===== src/rtl/mips_store_buffer.sv =====
// mips_store_buffer
// Posted-write buffer between the MIPS core data-memory port and data memory.
// Stores are queued in a circular FIFO and drained to memory one at a time via
// a mem_we/mem_ack handshake; loads that hit a queued word get the newest data.
//
// Ports:
//   clk, reset                      - clock, synchronous active-low reset
//   st_valid/st_addr/st_data        - store from the core (MemWrite/ALUResult/rt)
//   st_ready, stall                 - buffer can accept / core must hold its PC
//   ld_valid/ld_addr                - load lookup from the core (MemRead)
//   ld_hit, ld_data                 - forwarding result (data is 0 on a miss)
//   mem_we/mem_addr/mem_wdata       - write request for the head entry
//   mem_ack                         - memory accepted the head write this cycle
//   count, empty, full              - occupancy status
//
// Optional feature macro: MIPS_STORE_BUFFER_COALESCE_EN
//   When defined, a store to the same word as the newest entry overwrites that
//   entry's data in place (also when full), unless that entry is the head
//   currently being written to memory.
module mips_store_buffer #(
    parameter int DEPTH  = 4,
    parameter int ADDR_W = 32,
    parameter int DATA_W = 32
) (
    input  logic                    clk,
    input  logic                    reset,
    input  logic                    st_valid,
    input  logic [ADDR_W-1:0]       st_addr,
    input  logic [DATA_W-1:0]       st_data,
    output logic                    st_ready,
    output logic                    stall,
    input  logic                    ld_valid,
    input  logic [ADDR_W-1:0]       ld_addr,
    output logic                    ld_hit,
    output logic [DATA_W-1:0]       ld_data,
    output logic                    mem_we,
    output logic [ADDR_W-1:0]       mem_addr,
    output logic [DATA_W-1:0]       mem_wdata,
    input  logic                    mem_ack,
    output logic [$clog2(DEPTH):0]  count,
    output logic                    empty,
    output logic                    full
);
    localparam int PTR_W = $clog2(DEPTH);
    localparam int CNT_W = PTR_W + 1;

    typedef enum logic [0:0] {IDLE = 1'b0, WRITE = 1'b1} state_t;

    // Word-granular address compare; byte offset bits are ignored.
    function automatic logic word_match(input logic [ADDR_W-1:0] a,
                                        input logic [ADDR_W-1:0] b);
        return (a[ADDR_W-1:2] == b[ADDR_W-1:2]);
    endfunction

    logic [ADDR_W-1:0] addr_mem_r [DEPTH];
    logic [DATA_W-1:0] data_mem_r [DEPTH];
    logic [DEPTH-1:0]  valid_r;
    logic [PTR_W-1:0]  head_r;
    logic [PTR_W-1:0]  tail_r;
    logic [CNT_W-1:0]  count_r;
    logic [CNT_W-1:0]  count_nxt_s;
    state_t            state_r;
    state_t            state_nxt_s;
    logic              full_s;
    logic              empty_s;
    logic              st_ready_s;
    logic              coalesce_s;
    logic              push_s;
    logic              pop_s;
    logic              mem_we_s;
    logic              fwd_hit_s;
    logic [DATA_W-1:0] fwd_data_s;

    assign full_s  = (count_r == CNT_W'(DEPTH));
    assign empty_s = (count_r == CNT_W'(0));

`ifdef MIPS_STORE_BUFFER_COALESCE_EN
    logic [PTR_W-1:0] newest_s;
    assign newest_s = tail_r - PTR_W'(1);
    // The head in WRITE is on the memory bus, so it must not be modified.
    assign coalesce_s = st_valid && !empty_s
                        && word_match(st_addr, addr_mem_r[newest_s])
                        && !((newest_s == head_r) && (state_r == WRITE));
    assign st_ready_s = !full_s || coalesce_s;
`else
    assign coalesce_s = 1'b0;
    assign st_ready_s = !full_s;
`endif

    assign push_s = st_valid && st_ready_s && !coalesce_s;
    assign pop_s  = (state_r == WRITE) && mem_ack;

    // Occupancy after this cycle's push/pop.
    always_comb begin
        count_nxt_s = count_r;
        case ({push_s, pop_s})
            2'b10:   count_nxt_s = count_r + CNT_W'(1);
            2'b01:   count_nxt_s = count_r - CNT_W'(1);
            default: count_nxt_s = count_r;
        endcase
    end

    // FIFO storage, pointers, valid bits and occupancy.
    always_ff @(posedge clk) begin
        if (!reset) begin
            head_r  <= PTR_W'(0);
            tail_r  <= PTR_W'(0);
            count_r <= CNT_W'(0);
            valid_r <= DEPTH'(0);
            for (int i = 0; i < DEPTH; i++) begin
                addr_mem_r[i] <= ADDR_W'(0);
                data_mem_r[i] <= DATA_W'(0);
            end
        end else begin
            if (push_s) begin
                addr_mem_r[tail_r] <= st_addr;
                data_mem_r[tail_r] <= st_data;
                valid_r[tail_r]    <= 1'b1;
                tail_r             <= tail_r + PTR_W'(1);
            end
`ifdef MIPS_STORE_BUFFER_COALESCE_EN
            if (coalesce_s) begin
                data_mem_r[newest_s] <= st_data;
            end
`endif
            // push and pop never share an index: pop needs count>=1, push needs count<DEPTH.
            if (pop_s) begin
                valid_r[head_r] <= 1'b0;
                head_r          <= head_r + PTR_W'(1);
            end
            count_r <= count_nxt_s;
        end
    end

    // Drain FSM state register.
    always_ff @(posedge clk) begin
        if (!reset) begin
            state_r <= IDLE;
        end else begin
            state_r <= state_nxt_s;
        end
    end

    // Drain FSM next-state logic.
    always_comb begin
        state_nxt_s = state_r;
        case (state_r)
            IDLE: begin
                if (!empty_s) state_nxt_s = WRITE;
                else          state_nxt_s = IDLE;
            end
            WRITE: begin
                if (pop_s && (count_nxt_s == CNT_W'(0))) state_nxt_s = IDLE;
                else                                      state_nxt_s = WRITE;
            end
            default: state_nxt_s = IDLE;
        endcase
    end

    // Drain FSM outputs.
    always_comb begin
        mem_we_s = 1'b0;
        case (state_r)
            IDLE:    mem_we_s = 1'b0;
            WRITE:   mem_we_s = 1'b1;
            default: mem_we_s = 1'b0;
        endcase
    end

    // Load forwarding: walk oldest to newest so the last match wins.
    always_comb begin
        logic [PTR_W-1:0] idx_s;
        fwd_hit_s  = 1'b0;
        fwd_data_s = DATA_W'(0);
        idx_s      = head_r;
        for (int i = 0; i < DEPTH; i++) begin
            idx_s = head_r + PTR_W'(i);
            if (ld_valid && valid_r[idx_s] && word_match(ld_addr, addr_mem_r[idx_s])) begin
                fwd_hit_s  = 1'b1;
                fwd_data_s = data_mem_r[idx_s];
            end else begin
                fwd_hit_s  = fwd_hit_s;
                fwd_data_s = fwd_data_s;
            end
        end
    end

    assign st_ready  = st_ready_s;
    assign stall     = st_valid && !st_ready_s;
    assign ld_hit    = fwd_hit_s;
    assign ld_data   = fwd_data_s;
    assign mem_we    = mem_we_s;
    assign mem_addr  = addr_mem_r[head_r];
    assign mem_wdata = data_mem_r[head_r];
    assign count     = count_r;
    assign empty     = empty_s;
    assign full      = full_s;

endmodule


===== config.mk =====
export PLATFORM = sky130hd
export DESIGN_NAME = mips_store_buffer
export DESIGN_NICKNAME = d
export VERILOG_FILES = /design/src/rtl/mips_store_buffer.sv
export SDC_FILE = /design/constraint.sdc
export NUM_CORES = 1
export LEC_CHECK = 0
export ABC_AREA = 0
export ABC_CLOCK_PERIOD_IN_PS = 16000
export BUFFER_PORTS_ARGS = -buffer_cell sky130_fd_sc_hd__buf_2
export CORE_MARGIN = 1.5
export CORE_UTILIZATION = 55
export DETAILED_ROUTE_END_ITERATION = 7
export GPL_TIMING_DRIVEN = 0
export PLACE_DENSITY_LB_ADDON = 0.2
export SYNTH_ARGS = -nofsm -noshare
export SYNTH_HDL_FRONTEND = slang
export SYNTH_SLANG_ARGS = --single-unit

===== constraint.sdc =====
create_clock -name clk -period 16 [get_ports clk]
set_input_delay 0 -clock clk [delete_from_list [all_inputs] [get_ports clk]]
set_output_delay 0 -clock clk [all_outputs]
set_load 0.02 [all_outputs]

# Yosys cells after proc, flatten, opt, wreduce, memory -nomap -nowiden

Memory sizes are Yosys's and may differ from the RTL's. A register that Yosys moved wholly into a read port is not among the register bits.
Index checks and enable logic that the tools add are counted.

Eq/ne operators: 7
Muxes and demuxes: 42
$lt $le $gt $ge: 7
$add $sub $neg: 6
Bitwise gates (word level): 4
Reductions and logical operators: 19

Operator list:

| kind                                                                          | number |
|---|---|
| 32-bit two-way mux                                                            | 6 |
| 30-bit equality test                                                          | 4 |
| 32-bit OR reduction                                                           | 2 |
| 1-bit two-way mux                                                             | 18 |
| 2-bit by 3-bit less-than comparator with 1-bit output (second input constant) | 5 |
| 1-bit logical AND                                                             | 14 |
| 2-bit two-way mux                                                             | 6 |
| 4-bit two-way mux                                                             | 3 |
| 1-bit binary-select mux with 2-bit select                                     | 4 |
| 3-bit zero test                                                               | 2 |
| 3-bit case mux with 2 select lines                                            | 1 |
| 2-bit by 1-bit adder with 2-bit output (second input constant)                | 2 |
| 2-bit adder (second input constant)                                           | 2 |
| 4-bit AND                                                                     | 1 |
| 1-bit demux with 2-bit select                                                 | 2 |
| 2-bit by 1-bit >= comparator with 1-bit output (second input constant)        | 2 |
| 4-bit inverter                                                                | 1 |
| 4-bit bitwise OR                                                              | 1 |
| 1-bit case mux with 2 select lines                                            | 2 |
| 3-bit by 1-bit adder with 3-bit output (second input constant)                | 1 |
| 3-bit equality test (second input constant)                                   | 1 |
| 3-bit by 1-bit subtractor with 3-bit output (second input constant)           | 1 |
| 2-bit by 1-bit equality test with 1-bit output (second input constant)        | 1 |
| 2-bit equality test (second input constant)                                   | 1 |
| 2 further kinds                                                               | 2 |

Bits in writable memories: 256
Input port bits: 101
Memories kept: 2
Word-level logic and storage cells: 92
Register bits after elaboration: 12

Memories:

| memory     | words | bits a word | read ports | clocked after Yosys merged registers in | wr ports | RTL line | source |
|---|---|---|---|---|---|---|---|
| addr_mem_r | 4     | 32          | 4          | 1                                       | 4        | 55       | `logic [ADDR_W-1:0] addr_mem_r [DEPTH];` |
| data_mem_r | 4     | 32          | 4          | 1                                       | 4        | 56       | `logic [DATA_W-1:0] data_mem_r [DEPTH];` |

# Logic depth before layout (Yosys ltp)

Gate-level depths: netlist (run 1).

Depth in word-level cells: 9
Depth in mapped cells: 20
Depth with buffers taken out: 11

# Worst setup path before layout (run 1)

OpenSTA, ideal clock, no wires.

Kind: register -> register
Start: reg count_r[0], in the netlist count[0]
End: mem addr_mem_r[3][0], enable pin
Cell stages (with the launch flop): 8
Path buffers: 2
Period minus slack after synthesis: 6.762 ns
Data arrival time: 6.181 ns
Slack: 9.238 ns
Path through: dfxtp_1 clkbuf_1 nor2_1 nand2_1 and2_1 clkbuf_1 inv_1 o31ai_1

RTL lines:

| what                   | RTL line | source |
|---|---|---|
| from (decl)            | 60       | `logic [CNT_W-1:0] count_r;` |
| from (signal assigned) | 131      | `count_r <= count_nxt_s;` |
| to (decl)              | 55       |  |

# Worst setup path after layout (run 1)

Start: reg head_r[0]
End: out ld_data[14]

Word-level cells in the longest chain between the ends: 8
Elaborated cells between the ends (all ways): 28
Classes of those cells: add/sub: 3; eq/ne: 3; mux: 12; reduce/logical: 8; memory: 2

RTL lines:

| what                                                           | RTL line | source |
|---|---|---|
| from (decl)                                                    | 58       | `logic [PTR_W-1:0] head_r;` |
| from (signal assigned)                                         | 129      | `head_r <= head_r + PTR_W'(1);` |
| branches (longest 7 deep; another with memory read 4 x 32 bit) | n/a      |  |
| 32-bit two-way mux (*)                                         | 178      | `if (ld_valid && valid_r[idx_s] && word_match(ld_addr, addr_mem_r[idx_s])) begin` |
| to (decl)                                                      | 35       | `output logic [DATA_W-1:0] ld_data,` |

Every way passes the cells marked *. The select of a mux whose other input is x is not followed.

==> metrics.yaml, run 1 <==
drt:
  drt_wl_total_mm: 71.85
  wire_per_inst_um: 30.64
  ant_nets: 0
  drt_first_iter_violations: 2392
  wl_met1_mm: 29.12
  vias_per_cell: 6.820
  wl_met2_mm: 31.64
  highest_layer: "met4"
  via_count: 15990
  first_pass_iters: 6
  drcViolationCount: 0
  dr_wl_met3_mm: 8.811
logic_synthesis:
  synthAdderAreaFrac_pct: 0.7032
  synthXorXnorAreaFrac_pct: 4.737
  ys_ff_latch: 270
  synth_flop_cell: "edfxtp_1"
  synth.area.top_cells: "edfxtp_1 (41%), mux4_2 (14%), mux2i_1 (8.0%), and2_1 (6.6%), xnor2_1 (3.6%)"
  synth_compound_area_share_pct: 9.454
  synth-simple-area-share_pct: 13.41
  yosysWarnings: 0
  avgSynthCellArea_um2: 11.86
  synth_area_um2: 18860
  synth_top_area_share_pct: 40.76
  synth.distinct_cells: 68
  synth_mux_area_share_pct: 25.10
  yosys.area.top_type: "edfxtp_1"
  synth_fp_nets: 1701
  ys_seq_area_share_pct: 42.25
  synthCells: 1590
  ys_async_sr_fraction_pct: 0
  synth_top_family_by_area: "multiplexers"
  synth_edf_count: 256
power_and_ir_drop:
  total_power_w: 0.002816
  p_per_area_nw_per_um2: 127.2
  ir_worst_vdd_v: 0.0001275
  power_leakage_nw: 8.086
outcome:
  status: "finished, final reports clean"
placement:
  dp_hpwl_mm: 51.88
  dp.cells: 2223
  io_buffer_count: 178
  gp_congestion: 0.9906
  placed_area_um2: 20500
clock_network:
  numCtsBuffers: 30
  cts.sink_count: 270
  cts_resized: 0
  clk_latency_ns: 0.59
  cts_tree: "done"
  htree_levels: 1
  ctsLongestPathBuffers: 3
  cts_setup_buffers: 0
  cts.clk_slew.worst_paths_ns: 0.06
  cts_root_buffer: "clkbuf_16"
floorplan:
  rows: 67
  fp.dieH_um: 188.2
  io_pins: 206
  core_um2: 33620
  die_area_um2: 35410
  die_w_um: 188.2
  initial_utilization_pct: 56.10
setup_path:
  cp.arrival_ns: 7.40
  worstSetupStartpointType: "flip-flop"
  critPathMaxStageDelay_ns: 0.53
  worstPathMaxFanout: 10
  cpMostUsedCell: "buf_2"
  end_kind: "output pin"
  timing_worst_setup_path_type: "flip-flop to output pin"
  worstPathRequired_ns: 16.00
  cp_slowest_cell: "nor3_1"
  path_cells: "buf_6 > buf_8 > buf_12 > buf_6 > buf_2 > inv_1 > ha_1 > buf_4 > buf_2 > buf_2 > buf_2 > o31ai_1 > a21oi_1 > nand3_1 > nor3_1 > nand4_1 > clkbuf_1 > clkbuf_1 > a31oi_1 > buf_2"
global_routing:
  grt_max_degree: 43
  track_usage_pct: 40.22
  antenna_found_initial: 3
  first_global_vias: 15390
  overflow: 0
  grt_pass1_wl_mm: 103.8
sta:
  setup_violations: 0
  fin_crit_sh_pct: 46.26
  fmax_mhz: 135.1
  period_minus_slack_ns: 7.402
  grt_setup_unrepaired: "false"
  slew_violations: 0
  relSlewSlack_pct: 24.88
  hold_violations: 0
  fin_worst_skew_ns: 0.02187
  worstMarginPinSlew_ns: 1.127
  finalSetupTns_ns: 0
hold_path:
  hold_class: "primary input to flip-flop"
layout:
  utilization_pct: 65.86
  nets: 1982
  final_area_um2: 22140
  syn2layout_area_growth_pct: 17.40
  instances_no_fill: 2345
  layout-drive-gt1-share_pct: 24.43
run:
  drv_cap: 0
-- layout by cell type (no fill, tap or decap), types with 19 or more instances in the layout --
cell / n
edfxtp_1: 256
and3_1: 67
o22ai_1: 40
mux2_2: 48
clkbuf_1: 99
nand2_1: 93
a21oi_1: 19
a221oi_1: 25
xnor2_1: 77
mux2i_1: 151
and2_1: 199
mux4_2: 117
nand4_1: 20
xor2_1: 25
clkbuf_16: 31
buf_2: 207
dlygate4sd3_1: 64
nor2_1: 22
inv_1: 21
o21ai_0: 104
-- synthesized netlist by cell type, types with 6 or more instances --
cell       number
edfxtp_1      256
o22ai_1        40
a2bb2oi_1       6
o21ai_0       104
xor2_1         25
mux4_2        117
and2_1        199
nand4_1        20
nor4_1          8
mux2i_1       151
buf_6           9
xnor2_1        77
nor2_1         22
and3_1         67
nor3_1         10
a21oi_1        19
nand3_1         6
buf_4           7
clkbuf_1       94
ha_1            9
nand2_1        93
a221oi_2       10
nand2b_1        7
inv_1          21
dfxtp_1        14
buf_2          29
buf_1          13
mux2_2         48
a221oi_1       25
-- cells by family (layout without fill, tap and decap cells) --
logic type	after synthesis	in the layout
compound gates	264	264
flops	270	270
buf+inv	176	481
other cells	0	2
simple gates	449	449
xor+xnor	102	102
fa+ha+maj	10	10
mux	319	319
-- registers in the layout (all words and copies together), names as in the netlist, named ones only --
register	count
state_r	1
head_r	2
addr_mem_r	128
tail_r	2
count	3
valid_r	4
data_mem_r	128
-- repair_timing --
item,in CTS,in global routing
endpoints found under the setup margin,0,0
hold endpoints to repair,256,0
hold buffers,64,0
-- through the flow --
stage,setup slack [ns],hold slack (ns)
after floorplan,9.238,0.1982
after global placement,5.174,0.3054
after detailed placement,9.622,0.3129
after CTS,8.963,0.1257
after global routing,8.646,0.1754
final,8.598,0.1604
-- final timing paths --
check                 to  slack [ns]  startpoint  cells after the start
max          ld_data[14]        8.60   head_r[0]                     20
min              state_r        0.16     mem_ack                      4
max reg2reg    flip-flop       10.30   head_r[0]                     15
min reg2reg   valid_r[1]        0.56  valid_r[1]                      2
-- power breakdown --
part | internal [W] | switching [W]
Combinational | 0.000464 | 0.000732
Clock | 0.000416 | 0.000298
Sequential | 0.000851 | 0.0000560
-- layer usage --
layer / global-route usage (%) / vias to the layer above
li1: - / 6671
met1: 58.25 / 7929
met2: 60.87 / 1231
met3: 9.350 / 161
met4: 11.08 / 0
met5: 0 / -
-- critical path, delay by kind of cell (launching register included) --
family | cells | cell delay [ns]
buf+inv | 13 | 4.08
simple gates | 3 | 0.99
compound gates | 3 | 0.85
fa+ha+maj | 1 | 0.46
flops | 1 | 0.39
-- final cells by class --
cell class              instances  area, um2
fillers                      2623      11480
multi-input cells            1144      10110
flip-flops and latches        270       7968
repair buffers                249       1687
clock buffers                  36      794.5
plain buffers                 154      735.7
well taps                     448      560.5
clock inverters                20      197.7
inverters                      22      82.58
diodes                          2      5.005
Power figures use the tool's default switching activity.
==> run 2: changes to the inputs <==
--- a/config.mk
+++ b/config.mk
@@ -6,7 +6,7 @@
 export NUM_CORES = 1
 export LEC_CHECK = 0
 export ABC_AREA = 0
-export ABC_CLOCK_PERIOD_IN_PS = 16000
+export ABC_CLOCK_PERIOD_IN_PS = 7100
 export BUFFER_PORTS_ARGS = -buffer_cell sky130_fd_sc_hd__buf_2
 export CORE_MARGIN = 1.5
 export CORE_UTILIZATION = 55
==> constraint.sdc (replaced) <==
create_clock -name clk -period 7.1 [get_ports clk]
set_input_delay 0 -clock clk [delete_from_list [all_inputs] [get_ports clk]]
set_output_delay 0 -clock clk [all_outputs]
set_load 0.02 [all_outputs]
==> metrics.yaml, run 2 (same netlist as run 1, synthesis figures left out) <==
drt:
  via_count: 15970  # -0.14%
  first_pass_iters: 5  # -1
  vias_per_cell: 6.810  # -0.14%
  drt_wl_total_mm: 71.91  # about the same
  drcViolationCount: 0  # unchanged
  ant_nets: 0  # unchanged
  wire_per_inst_um: 30.67  # about the same
  drt_first_iter_violations: 2400  # +0.33%
global_routing:
  antenna_found_initial: 3  # unchanged
  overflow: 0  # unchanged
  grt_pass1_wl_mm: 103.8  # unchanged
  grt_max_degree: 43  # unchanged
  first_global_vias: 15390  # unchanged
  track_usage_pct: 40.22  # unchanged
layout:
  reg.largest.list: "addr_mem_r x128, data_mem_r x128, valid_r x4"
  final_area_um2: 22150  # about the same
  utilization_pct: 65.89  # about the same
  layout-drive-gt1-share_pct: 24.49  # +0.053 points
  syn2layout_area_growth_pct: 17.45  # about the same
  final_common_cell: "edfxtp_1"
  nets: 1982  # unchanged
  mostFrequentLayoutCells: "edfxtp_1 (256), buf_2 (205), and2_1 (199), mux2i_1 (151), mux4_2 (117)"
  num-fill-cells: 2618  # -0.19%
clock_network:
  cts_setup_buffers: 0  # unchanged
  clk_latency_ns: 0.58  # about the same
  numCtsBuffers: 30  # unchanged
  cts.clk_slew.worst_paths_ns: 0.06  # about the same
  cts_tree: "done"
  htree_levels: 1  # unchanged
  cts_root_buffer: "clkbuf_16"
  ctsLongestPathBuffers: 3  # unchanged
  cts.sink_count: 270  # unchanged
setup_path:
  cp_slowest_cell: "clkbuf_1"
  cp.arrival_ns: 6.99  # -0.41 ns
  path_cells: "buf_6 > buf_8 > buf_12 > buf_6 > buf_2 > inv_1 > ha_1 > buf_4 > clkbuf_4 > buf_2 > clkbuf_4 > mux4_2 > xor2_1 > nor3_2 > nand4_1 > clkbuf_1 > clkbuf_1 > o21ai_0 > o22ai_1 > buf_2"
  end_kind: "output pin"
  worst-path-buf-inv: 13  # unchanged
  worstPathRequired_ns: 7.10  # -8.90 ns
  worstSetupStartpointType: "flip-flop"
  critPathMaxStageDelay_ns: 0.54  # about the same
  worstPathMaxFanout: 10  # unchanged
  path_delay_family: "buffers and inverters"
  cpMostUsedCell: "buf_2"
  timing_worst_setup_path_type: "flip-flop to output pin"
sta:
  fin_crit_sh_pct: 98.45
  hold_violations: 0  # unchanged
  fin_worst_skew_ns: 0.01655  # -0.005314 ns
  fmax_mhz: 143.1
  setup_violations: 0  # unchanged
  worstMarginPinSlew_ns: 1.138  # +0.01074 ns
  period_minus_slack_ns: 6.990
  grt_setup_unrepaired: "false"
  slew_violations: 0  # unchanged
  relSlewSlack_pct: 24.16  # -0.72 points
power_and_ir_drop:
  p_clk_share_pct: 25.3  # about the same
  power.internal_w: 0.003902  # +130%
  pwr-share-comb_pct: 42.5  # about the same
  p_per_area_nw_per_um2: 286.8  # +130%
  power_leakage_nw: 8.086  # about the same
  switching_share_pct: 38.57  # about the same
  ir_worst_vdd_v: 0.0002867  # +120%
  p_seq_share_pct: 32.2  # about the same
  power.switching_w: 0.002450  # +130%
placement:
  placed_area_um2: 20500  # unchanged
  gp_congestion: 0.9906  # unchanged
  dp_hpwl_mm: 51.88  # unchanged
  io_buffer_count: 178  # unchanged
floorplan:
  initial_utilization_pct: 56.10  # unchanged
  core_um2: 33620  # unchanged
  fp.dieH_um: 188.2  # unchanged
  die_area_um2: 35410  # unchanged
  io_pins: 206  # unchanged
  die_w_um: 188.2  # unchanged
  rows: 67  # unchanged
outcome:
  status: "finished, final reports clean"
run:
  drv_cap: 0  # unchanged
hold_path:
  hold_class: "primary input to flip-flop"
## run 2: cell count changes in the layout (fill, tap and decap cells not counted)
cell and delta:
buf_2 -2, nor3_2 +1, nor3_1 -1, clkbuf_4 +2
## run 2: worst reg2reg max path, delay by kind of cell, from the launching register on
family        cells  cell delay [ns]
fa+ha+maj         1             0.46
mux               1             0.22
buf+inv          12             4.18
flops             1             0.39
simple gates      1             0.21
## run 2: layout make-up
class,count,area [um2],area share (%)
Buffer,154,740.7,3.344
Inverter,22,82.58,0.3728
Antenna cell,2,5.005,0.02260
Multi-Input combinational cell,1144,10110,45.66
Clock buffer,36,794.5,3.587
Timing Repair Buffer,249,1687,7.615
Tap cell,448,560.5,2.531
Sequential cell,270,7968,35.97
Clock inverter,20,197.7,0.8925
## run 2: through the flow
stage	hold slack (ns)	TNS, ns	setup WS (ns)	total power (W)	instances
global placement	0.3054	-238.03	-3.726	0.004617	2216
finish	0.1626	0	0.1098	0.006352	2345
global route	0.1754	0	0.05799	0.006515	2345
floorplan	0.1982	0	0.3380	0.003788	1590
CTS	0.1257	0	0.06292	0.006259	2343
detailed placement	0.3129	0	0.7222	0.004651	2223
## run 2: worst paths after layout
check / to / slack, ns / cells after the start / start
worst max-delay path: ld_data[13] / 0.11 / 20 / head_r[0]
worst min-delay path: state_r / 0.16 / 4 / mem_ack
worst max register to register: flip-flop / 1.56 / 15 / head_r[0]
worst min register to register: valid_r[1] / 0.56 / 2 / valid_r[1]
## run 2: what timing repair did
item / 4_1_cts / 5_1_grt
endpoints found under the hold margin: 256 / 0
hold buffers: 64 / 0
gates resized for setup: 0 / 3
setup endpoints to repair: 0 / 29
## run 2: layer usage
metal | wire [um] | part of all wire (%) | vias to the layer above | track usage, %
li1 | - | - | 6663 | -
met1 | 29090 | 40 | 7907 | 58.25
met2 | 31620 | 44 | 1233 | 60.87
met3 | 8851 | 12 | 166 | 9.350
met4 | 2352 | 3.3 | 0 | 11.08
met5 | 0 | 0 | - | 0
## run 2: power groups by stage
stage / sequential (W) / clock, W / combinational (W)
floorplan: 0.00204 / 0 / 0.00175
global placement: 0.00207 / 0 / 0.00254
detailed placement: 0.00207 / 0 / 0.00258
CTS: 0.00204 / 0.00160 / 0.00263
global route: 0.00206 / 0.00166 / 0.00280
finish: 0.00204 / 0.00161 / 0.00270
==> run 3: changes to the inputs <==
--- a/config.mk
+++ b/config.mk
@@ -13,6 +13,7 @@
 export DETAILED_ROUTE_END_ITERATION = 7
 export GPL_TIMING_DRIVEN = 0
 export PLACE_DENSITY_LB_ADDON = 0.2
+export SETUP_SLACK_MARGIN = 0.5
 export SYNTH_ARGS = -nofsm -noshare
 export SYNTH_HDL_FRONTEND = slang
 export SYNTH_SLANG_ARGS = --single-unit
==> metrics.yaml, run 3 (same netlist as run 1, synthesis figures left out) <==
clock_network:
  cts_root_buffer: "clkbuf_16"
  ctsLongestPathBuffers: 3  # unchanged
  cts_setup_buffers: 0  # unchanged
  clk_latency_ns: 0.60  # +0.02 ns
  cts.sink_count: 270  # unchanged
  cts.clk_slew.worst_paths_ns: 0.06  # about the same
  cts_tree: "done"
  htree_levels: 1  # unchanged
  numCtsBuffers: 30  # unchanged
global_routing:
  first_global_vias: 15360  # -0.19%
  grt_pass1_wl_mm: 102.6  # -1.2%
  grt_max_degree: 48  # +12%
  antenna_found_initial: 2  # -1
  overflow: 0  # unchanged
  track_usage_pct: 39.36  # -0.86 points
setup_path:
  worstPathRequired_ns: 7.10  # about the same
  critPathMaxStageDelay_ns: 0.42  # -0.12 ns
  worstPathMaxFanout: 10  # unchanged
  end_kind: "output pin"
  reg2reg_depth: 15  # unchanged
  worstSetupStartpointType: "flip-flop"
  cp_slowest_cell: "ha_1"
  timing_worst_setup_path_type: "flip-flop to output pin"
  cpMostUsedCell: "buf_2"
  cp.arrival_ns: 6.63  # -0.36 ns
  path_cells: "buf_6 > buf_8 > buf_12 > buf_6 > buf_2 > inv_1 > ha_1 > buf_4 > clkbuf_4 > buf_4 > buf_2 > mux4_2 > xor2_1 > nor3_1 > nand4_1 > clkbuf_2 > clkbuf_2 > a31oi_1 > buf_2"
drt:
  ant_nets: 0  # unchanged
  vias_per_cell: 6.905  # +1.4%
  via_count: 16170  # +1.3%
  drt_wl_total_mm: 71.11  # -1.1%
  drt_first_iter_violations: 2210  # -7.9%
  wire_per_inst_um: 30.36  # -0.99%
  drcViolationCount: 0  # unchanged
  first_pass_iters: 7  # +2
placement:
  io_buffer_count: 178  # unchanged
  gp_congestion: 1.051  # +6.1%
  dp_hpwl_mm: 50.98  # -1.7%
  preCtsSetupSlack_ns: 0.9764  # +0.2542 ns
layout:
  syn2layout_area_growth_pct: 17.25
  nets: 1982  # unchanged
  mostFrequentLayoutCells: "edfxtp_1 (256), buf_2 (204), and2_1 (199), mux2i_1 (151), mux4_2 (117)"
  layout-drive-gt1-share_pct: 25.04  # +0.55 points
  final_common_cell: "edfxtp_1"
  num-fill-cells: 2555  # -2.4%
  reg.largest.list: "addr_mem_r x128, data_mem_r x128, valid_r x4"
sta:
  setup_ws_ns: 0.4708  # +0.3610 ns
  hold_violations: 0  # unchanged
  fmax_mhz: 150.8  # +5.4%
  fin_worst_skew_ns: 0.01912  # +0.002569 ns
  period_minus_slack_ns: 6.629  # -0.3610 ns
  slew_violations: 0  # unchanged
  grt_setup_unrepaired: "false"
  setup_violations: 0  # unchanged
  worstMarginPinSlew_ns: 1.079  # -0.05870 ns
  fin_crit_sh_pct: 93.37  # -5.1 points
  relSlewSlack_pct: 28.07  # +3.9 points
run:
  drv_cap: 0  # unchanged
hold_path:
  hold_class: "primary input to flip-flop"
  min_path_cells: 4  # unchanged
floorplan:
  die_w_um: 188.2  # unchanged
  core_um2: 33620  # unchanged
  io_pins: 206  # unchanged
  die_area_um2: 35410  # unchanged
  rows: 67  # unchanged
  fp.dieH_um: 188.2  # unchanged
  initial_utilization_pct: 56.10  # unchanged
outcome:
  status: "finished, final reports clean"
power_and_ir_drop:
  p_per_area_nw_per_um2: 282.8  # -1.4%
  power_leakage_nw: 8.093  # about the same
  ir_worst_vdd_v: 0.0002428  # -15%
  total_power_w: 0.006253  # -1.5%
==> run 3: critical path: cells and delay by family, from the launching register on <==
kind,cells,cell delay (ns)
buffers and inverters,13,3.63
multiplexers,1,0.37
flip-flops,1,0.39
AO/OA/AOI/OAI,1,0.33
adder cells (fa/ha/maj),1,0.42
XOR/XNOR,1,0.17
AND/OR/NAND/NOR,2,0.68
==> run 3: where the power goes <==
| part | internal [W] | total (W) | leakage [nW] | switching, W |
|---|---|---|---|---|
| combinational | 0.00105 | 0.00270 | 4.86 | 0.00165 |
| clock | 0.000840 | 0.00151 | 0.464 | 0.000670 |
| sequential | 0.00192 | 0.00204 | 2.77 | 0.000126 |
==> run 3: metal layers <==
| layer | share of wire (%) | GRT usage, % | up-vias |
|---|---|---|---|
| met5 | 0 | 0 | - |
| met4 | 3.5 | 12.37 | 0 |
| li1 | - | - | 6651 |
| met3 | 12 | 7.208 | 169 |
| met1 | 40 | 57.95 | 8065 |
| met2 | 44 | 59.30 | 1287 |
==> run 3: final cells by class <==
cell class,count,area [um2],area share (%)
multi-input combinational,1144,10120,45.75
sequential,270,7968,36.03
timing repair buffer,249,1692,7.650
clock buffer,45,867.1,3.921
buffer,154,750.7,3.395
tap,448,560.5,2.535
inverter,22,86.33,0.3904
clock inverter,9,68.82,0.3112
antenna,1,2.502,0.01132
==> run 3: repair_timing <==
| action | CTS | global route |
|---|---|---|
| hold buffers | 64 | 0 |
| endpoints found under the setup margin | 28 | 33 |
| gates resized for setup | 4 | 10 |
| hold endpoints to repair | 256 | 0 |
==> run 3: metrics by stage <==
step | util [%] | instances | instance area [um2] | hold slack [ns] | TNS (ns)
2_1_floorplan | - | 1590 | 18860 | 0.1982 | 0
3_3_place_gp | 60.43 | 2216 | 20320 | 0.3054 | -5.919
3_5_place_dp | 61.00 | 2223 | 20510 | 0.3125 | 0
4_1_cts | 65.71 | 2341 | 22090 | 0.1078 | 0
5_1_grt | 65.78 | 2342 | 22110 | 0.1638 | 0
6_report | 65.78 | 2342 | 22110 | 0.1197 | 0
==> run 3: path summary, 6_finish.rpt <==
check,slack [ns],startpoint,endpoint
setup / recovery,0.47,head_r[0],ld_data[14]
hold / removal,0.12,mem_ack,state_r
setup reg to reg,1.98,head_r[0],flip-flop
hold reg to reg,0.54,valid_r[0],valid_r[0]
